`config.mk`:
```
export PLATFORM = sky130hd
export DESIGN_NAME = alu_issue
export DESIGN_NICKNAME = d
export VERILOG_FILES = /design/src/rtl/alu_pkg.sv /design/src/rtl/alu_decode.sv /design/src/rtl/alu_issue.sv
export SDC_FILE = /design/constraint.sdc
export NUM_CORES = 1
export LEC_CHECK = 0
export ABC_AREA = 1
export BUFFER_PORTS_ARGS = -buffer_cell sky130_fd_sc_hd__buf_2
export CORE_MARGIN = 5
export CORE_UTILIZATION = 34
export DETAILED_ROUTE_END_ITERATION = 6
export SYNTH_ARGS = -nofsm -noshare
export SYNTH_HDL_FRONTEND = slang
export SYNTH_SLANG_ARGS = --single-unit
```
`constraint.sdc`:
```
create_clock -name CLK -period 9.02 [get_ports CLK]
set_input_delay 0.902 -clock CLK [delete_from_list [all_inputs] [get_ports CLK]]
set_output_delay 0.902 -clock CLK [all_outputs]
set_load 0.01 [all_outputs]
```
`src/rtl/alu_pkg.sv`:
```
// Shared encodings and entry layout for the ALU issue stage.
// ALU_ISSUE_OVTRAP_EN adds the per-entry overflow-trap bit.
package alu_pkg;

    localparam logic [3:0] AS_ARITH = 4'd0;
    localparam logic [3:0] AS_LOGIC = 4'd1;
    localparam logic [3:0] AS_SHIFT = 4'd2;
    localparam logic [3:0] AS_PASS  = 4'd3;

    localparam logic [1:0] AO_ADD = 2'd0;
    localparam logic [1:0] AO_SUB = 2'd1;

    localparam logic [3:0] LO_AND = 4'd0;
    localparam logic [3:0] LO_OR  = 4'd1;
    localparam logic [3:0] LO_XOR = 4'd2;
    localparam logic [3:0] LO_NOR = 4'd3;

    localparam logic [3:0] SRO_SLL  = 4'd0;
    localparam logic [3:0] SRO_SRL  = 4'd1;
    localparam logic [3:0] SRO_SRA  = 4'd2;
    localparam logic [3:0] SRO_ROTR = 4'd3;

    localparam logic [5:0] OP_RTYPE = 6'h00;
    localparam logic [5:0] OP_ADDI  = 6'h08;
    localparam logic [5:0] OP_ADDIU = 6'h09;
    localparam logic [5:0] OP_ANDI  = 6'h0C;
    localparam logic [5:0] OP_ORI   = 6'h0D;
    localparam logic [5:0] OP_XORI  = 6'h0E;
    localparam logic [5:0] OP_LUI   = 6'h0F;

    localparam logic [5:0] F_SLL  = 6'h00;
    localparam logic [5:0] F_SRL  = 6'h02;
    localparam logic [5:0] F_SRA  = 6'h03;
    localparam logic [5:0] F_SLLV = 6'h04;
    localparam logic [5:0] F_SRLV = 6'h06;
    localparam logic [5:0] F_SRAV = 6'h07;
    localparam logic [5:0] F_ADD  = 6'h20;
    localparam logic [5:0] F_ADDU = 6'h21;
    localparam logic [5:0] F_SUB  = 6'h22;
    localparam logic [5:0] F_SUBU = 6'h23;
    localparam logic [5:0] F_AND  = 6'h24;
    localparam logic [5:0] F_OR   = 6'h25;
    localparam logic [5:0] F_XOR  = 6'h26;
    localparam logic [5:0] F_NOR  = 6'h27;

    // Entry = {A, B, AS, AO, LO, SRO, ILL[, OVT]}
`ifdef ALU_ISSUE_OVTRAP_EN
    localparam int CTL_W = 16;
`else
    localparam int CTL_W = 15;
`endif

    function automatic int entry_w(input int width);
        return 2 * width + CTL_W;
    endfunction

endpackage

```
`src/rtl/alu_decode.sv`:
```
// Combinational MIPS instruction decode into ALU controls and operands.
// ALU_ISSUE_OVTRAP_EN adds the ovt output.
module alu_decode
    import alu_pkg::*;
#(
    parameter int WIDTH = 32
) (
    input  logic [31:0]      instr,
    input  logic [WIDTH-1:0] rs_val,
    input  logic [WIDTH-1:0] rt_val,
    output logic [WIDTH-1:0] a,
    output logic [WIDTH-1:0] b,
    output logic [3:0]       sec,
    output logic [1:0]       arith_op,
    output logic [3:0]       logic_op,
    output logic [3:0]       shift_op,
`ifdef ALU_ISSUE_OVTRAP_EN
    output logic             ovt,
`endif
    output logic             ill
);

    logic [5:0]       opcode;
    logic [5:0]       funct;
    logic [15:0]      imm;
    logic [WIDTH-1:0] shamt_ext;
    logic [WIDTH-1:0] rsamt_ext;
    logic [WIDTH-1:0] simm;
    logic [WIDTH-1:0] zimm;
    logic [WIDTH-1:0] uimm;
    logic             unused;

    assign opcode    = instr[31:26];
    assign funct     = instr[5:0];
    assign imm       = instr[15:0];
    assign shamt_ext = WIDTH'(instr[10:6]);
    assign rsamt_ext = WIDTH'(rs_val[4:0]);
    assign simm      = WIDTH'($signed(imm));
    assign zimm      = WIDTH'(imm);
    assign uimm      = WIDTH'({imm, 16'h0000});
    // Register-number fields are resolved upstream; only the values matter here.
    assign unused    = ^{instr[25:22], instr[20:16]};

    always_comb begin
        a        = '0;
        b        = '0;
        sec      = AS_ARITH;
        arith_op = AO_ADD;
        logic_op = LO_AND;
        shift_op = SRO_SLL;
        ill      = 1'b0;
        unique case (opcode)
            OP_RTYPE: begin
                unique case (funct)
                    F_ADD, F_ADDU: begin
                        a = rs_val;
                        b = rt_val;
                    end
                    F_SUB, F_SUBU: begin
                        arith_op = AO_SUB;
                        a        = rs_val;
                        b        = rt_val;
                    end
                    F_AND, F_OR, F_XOR, F_NOR: begin
                        sec      = AS_LOGIC;
                        logic_op = {2'b00, funct[1:0]};
                        a        = rs_val;
                        b        = rt_val;
                    end
                    F_SLL, F_SRL, F_SRA: begin
                        sec = AS_SHIFT;
                        a   = shamt_ext;
                        b   = rt_val;
                        if (funct == F_SRA)
                            shift_op = SRO_SRA;
                        else if (funct == F_SRL)
                            shift_op = instr[21] ? SRO_ROTR : SRO_SRL;
                    end
                    F_SLLV, F_SRLV, F_SRAV: begin
                        sec = AS_SHIFT;
                        a   = rsamt_ext;
                        b   = rt_val;
                        if (funct == F_SRAV)
                            shift_op = SRO_SRA;
                        else if (funct == F_SRLV)
                            shift_op = instr[6] ? SRO_ROTR : SRO_SRL;
                    end
                    default: ill = 1'b1;
                endcase
            end
            OP_ADDI, OP_ADDIU: begin
                a = rs_val;
                b = simm;
            end
            OP_ANDI, OP_ORI, OP_XORI: begin
                sec      = AS_LOGIC;
                logic_op = {2'b00, opcode[1:0]};
                a        = rs_val;
                b        = zimm;
            end
            OP_LUI: begin
                sec = AS_PASS;
                b   = uimm;
            end
            default: ill = 1'b1;
        endcase
    end

`ifdef ALU_ISSUE_OVTRAP_EN
    assign ovt = (opcode == OP_ADDI) ||
                 ((opcode == OP_RTYPE) &&
                  ((funct == F_ADD) || (funct == F_SUB)));
`endif

endmodule

```
`src/rtl/alu_issue.sv`:
```
// Issue stage: decodes one instruction per handshake into a small op FIFO.
// ALU_ISSUE_OVTRAP_EN adds the queued OVT output.
module alu_issue
    import alu_pkg::*;
#(
    parameter int DEPTH = 2,
    parameter int WIDTH = 32
) (
    input  logic             CLK,
    input  logic             RST,
    input  logic             FLUSH,
    input  logic             IN_VALID,
    output logic             IN_READY,
    input  logic [31:0]      INSTR,
    input  logic [WIDTH-1:0] RS_VAL,
    input  logic [WIDTH-1:0] RT_VAL,
    output logic             OUT_VALID,
    input  logic             OUT_READY,
    output logic [WIDTH-1:0] A,
    output logic [WIDTH-1:0] B,
    output logic [3:0]       AS,
    output logic [1:0]       AO,
    output logic [3:0]       LO,
    output logic [3:0]       SRO,
`ifdef ALU_ISSUE_OVTRAP_EN
    output logic             OVT,
`endif
    output logic             ILL
);

    localparam int EW = entry_w(WIDTH);
    localparam int PW = (DEPTH > 1) ? $clog2(DEPTH) : 1;
    localparam int CW = PW + 1;
    localparam logic [CW-1:0] FULL = CW'(DEPTH);

    logic [EW-1:0]    mem [DEPTH];
    logic [PW-1:0]    rd_ptr;
    logic [PW-1:0]    wr_ptr;
    logic [CW-1:0]    count;
    logic [EW-1:0]    din;
    logic [EW-1:0]    head;
    logic             push;
    logic             pop;

    logic [WIDTH-1:0] d_a;
    logic [WIDTH-1:0] d_b;
    logic [3:0]       d_sec;
    logic [1:0]       d_ao;
    logic [3:0]       d_lo;
    logic [3:0]       d_sro;
    logic             d_ill;

`ifdef ALU_ISSUE_OVTRAP_EN
    logic             d_ovt;
`endif

    alu_decode #(.WIDTH(WIDTH)) u_decode (
        .instr    (INSTR),
        .rs_val   (RS_VAL),
        .rt_val   (RT_VAL),
        .a        (d_a),
        .b        (d_b),
        .sec      (d_sec),
        .arith_op (d_ao),
        .logic_op (d_lo),
        .shift_op (d_sro),
`ifdef ALU_ISSUE_OVTRAP_EN
        .ovt      (d_ovt),
`endif
        .ill      (d_ill)
    );

`ifdef ALU_ISSUE_OVTRAP_EN
    assign din = {d_a, d_b, d_sec, d_ao, d_lo, d_sro, d_ill, d_ovt};
`else
    assign din = {d_a, d_b, d_sec, d_ao, d_lo, d_sro, d_ill};
`endif

    assign IN_READY  = (count < FULL);
    assign OUT_VALID = (count != '0);
    assign push      = IN_VALID && IN_READY;
    assign pop       = OUT_VALID && OUT_READY;

    always_ff @(posedge CLK) begin
        if (push && !FLUSH && !RST)
            mem[wr_ptr] <= din;
    end

    // RST outranks FLUSH; both discard any same-cycle push or pop.
    always_ff @(posedge CLK) begin
        if (RST || FLUSH) begin
            rd_ptr <= '0;
            wr_ptr <= '0;
            count  <= '0;
        end else begin
            if (push)
                wr_ptr <= wr_ptr + 1'b1;
            if (pop)
                rd_ptr <= rd_ptr + 1'b1;
            unique case ({push, pop})
                2'b10:   count <= count + 1'b1;
                2'b01:   count <= count - 1'b1;
                default: count <= count;
            endcase
        end
    end

    assign head = OUT_VALID ? mem[rd_ptr] : '0;

`ifdef ALU_ISSUE_OVTRAP_EN
    assign {A, B, AS, AO, LO, SRO, ILL, OVT} = head;
`else
    assign {A, B, AS, AO, LO, SRO, ILL} = head;
`endif

endmodule
```
==> impl_metrics.json <==
{
  "drc": 0,
  "die_w_um": 153.6,
  "htreeDepth": 4,
  "vias_per_cell": 4.887,
  "synth_area_mm2": 0.007009,
  "syn_inst": 712,
  "drive_gt1_share_pct": 25.46,
  "post-synth-top-count-cell": "nand2_1",
  "cts_tree": "yes",
  "async_flop_share_pct": 0,
  "crit_arrival_ns": 2.87,
  "ant_nets": 0,
  "crit_path_end_kind": "primary output",
  "grt_setup_unrepaired": "no",
  "status": "finished, final reports clean",
  "grt_pass1_vias": 5389,
  "wl_per_cell_um": 16.80,
  "syn_area_per_cell_um2": 9.844,
  "cp-start-kind": "register",
  "dieHeight_um": 153.6,
  "power_w": 0.001592,
  "multi_input_area_mm2": 0.002257,
  "clk_path_buf_depth": 2,
  "die_area_mm2": 0.02359,
  "hold_viol": 0,
  "routed_wl_um": 19140,
  "seq_area_frac_synth_pct": 63.12,
  "period_share_pct": 41.78,
  "dr.pass1.iters": 5,
  "worst_slew_pin_slew_ns": 1.078,
  "globalplace.congestion": 0.8270,
  "area_growth_pct": 22.26,
  "ctsRootBufferMaster": "clkbuf_16",
  "ctsResizeCount": 0,
  "grt_overflow": 0,
  "cellPowerDensity_mw_per_mm2": 185.7,
  "grt_usage_pct": 16.20,
  "synth-edff-count": 144,
  "setup_violations": 0,
  "regArea_mm2": 0.004425,
  "fin_ws_ns": 5.251,
  "relSlewSlack_pct": 27.94,
  "initial_core_util_pct": 34.53,
  "layout.nets": 957,
  "dp_hpwl_um": 12060,
  "ios": 182,
  "synthDistinctLibCells": 28,
  "fillCellCount": 2010,
  "synth-main-ff-cell": "edfxtp_1",
  "antenna_found_initial": 3,
  "num_rows": 52,
  "clk_pin_slew_ns": 0.06,
  "drt_iter0_drc": 349,
  "skew_ns": 0.007901,
  "post_cts_buffers": 0,
  "maxSlewViolCount": 0,
  "period_needed_ns": 3.769,
  "synth-seq-cells": 149,
  "synthTopCellsByArea": "edfxtp_1, nand2_1, nand3_1",
  "ys.warnings.count": 0,
  "route.vias.total": 5566,
  "synth_commonest_cells": "nand2_1, edfxtp_1, nand3_1, a21oi_1, buf_2",
  "pre_cts_slack_ns": 5.600,
  "io_buffers": 165,
  "max_freq_mhz": 265.3,
  "yosys.area.top_type": "edfxtp_1",
  "p_leak_nw": 3.710,
  "max_cap_violations": 0,
  "hold_path.class": "register to register",
  "grt_max_degree": 74,
  "grt_pass1_wl_um": 29790,
  "numCtsBuffers": 17,
  "utilization_pct": 42.22,
  "path_class": "register to primary output",
  "clock_latency_ns": 0.42,
  "clock-sinks": 149,
  "cp_max_fo": 73,
  "cp.required_ns": 8.12,
  "postCtsHoldBufs": 0,
  "tns_ns": 0,
  "core_area_mm2": 0.02030,
  "max-vdd-ir-drop_v": 0.0001229,
  "synth_top_cell_area_share_pct": 61.69
}
[worst paths after layout]
kind	cells after the start	slack [ns]	startpoint	to
worst max-delay path	6	5.25	register	B[12]
worst min-delay path	1	0.45	rd_ptr$_SDFFE_PP0P_	register
worst max register to register	8	6.46	count[0]$_SDFFE_PP0P_	count[1]$_SDFFE_PP0P_
worst min register to register	1	0.45	rd_ptr$_SDFFE_PP0P_	register
[where the power goes]
group | internal, W | switching, W
sequential | 0.000761 | 0.00000170
combinational | 0.0000314 | 0.0000768
clock | 0.000437 | 0.000284
total | 0.00123 | 0.000362
[flip-flops by register name, indices dropped and copies added (netlist names), named ones only]
| signal | cells |
|---|---|
| rd_ptr | 1 |
| mem | 144 |
| wr_ptr | 1 |
| count | 2 |
[layout by cell type (no fill, tap or decap), types with 2 or more instances in the layout]
cell          n
dfxtp_1       4
bufinv_16     3
o21bai_2      2
a21oi_1      77
nand2_1     263
nand3_1     104
inv_1        13
nor2_1       13
or2_2         2
nor2_4        2
clkinvlp_4    3
buf_2       165
clkinv_1      3
nand4_1      12
clkinv_4      2
o21ai_0       4
inv_6         3
conb_1        7
clkbuf_16    17
edfxtp_1    144
nand3_2       2
nor3_2        2
buf_4         7
inv_2         4
[metrics by stage]
stage | instance area, um^2 | cells | hold slack (ns)
3_3_place_gp | 7963 | 1106 | 0.4369
6_report | 8569 | 1139 | 0.4535
4_1_cts | 8567 | 1138 | 0.4596
5_1_grt | 8569 | 1139 | 0.4783
2_1_floorplan | 7032 | 718 | 0.4255
3_5_place_dp | 7963 | 1106 | 0.4488
[worst max-delay path, stage by stage, from the launching register on]
cell and delay, ns:
dfxtp_2 0.31, buf_4 0.37, inv_2 0.73, buf_4 0.50, nand2_1 0.09, a21oi_1 0.21
buf_2 0.18
[cells by family after synthesis]
group / after synthesis / share of synthesized area (%)
AND/OR/NAND/NOR: 405 / 24.90
AO/OA/AOI/OAI: 84 / 6.230
XOR/XNOR: 1 / 0.1250
buffers and inverters: 71 / 5.391
other: 1 / 0.05350
flip-flops: 149 / 63.12
adder cells (fa/ha/maj): 1 / 0.1785
[routing by layer]
metal	track usage, %	part of all wire, %	routed length (um)
met1	21.38	44	8373
met2	26.03	47	8977
met3	5.115	8.1	1550
met4	4.205	1.1	211
met5	0	0.14	27
[area by class of cell]
| class | count | share of cell area, % |
|---|---|---|
| Sequential cell | 149 | 51.64 |
| Multi-Input combinational cell | 498 | 26.34 |
| Timing Repair Buffer | 172 | 10.25 |
| Clock buffer | 17 | 4.964 |
| Tap cell | 270 | 3.942 |
| Clock inverter | 15 | 2.088 |
| Inverter | 17 | 0.7446 |
| Antenna cell | 1 | 0.02920 |
Note: power is estimated with default switching activity, not from simulation.
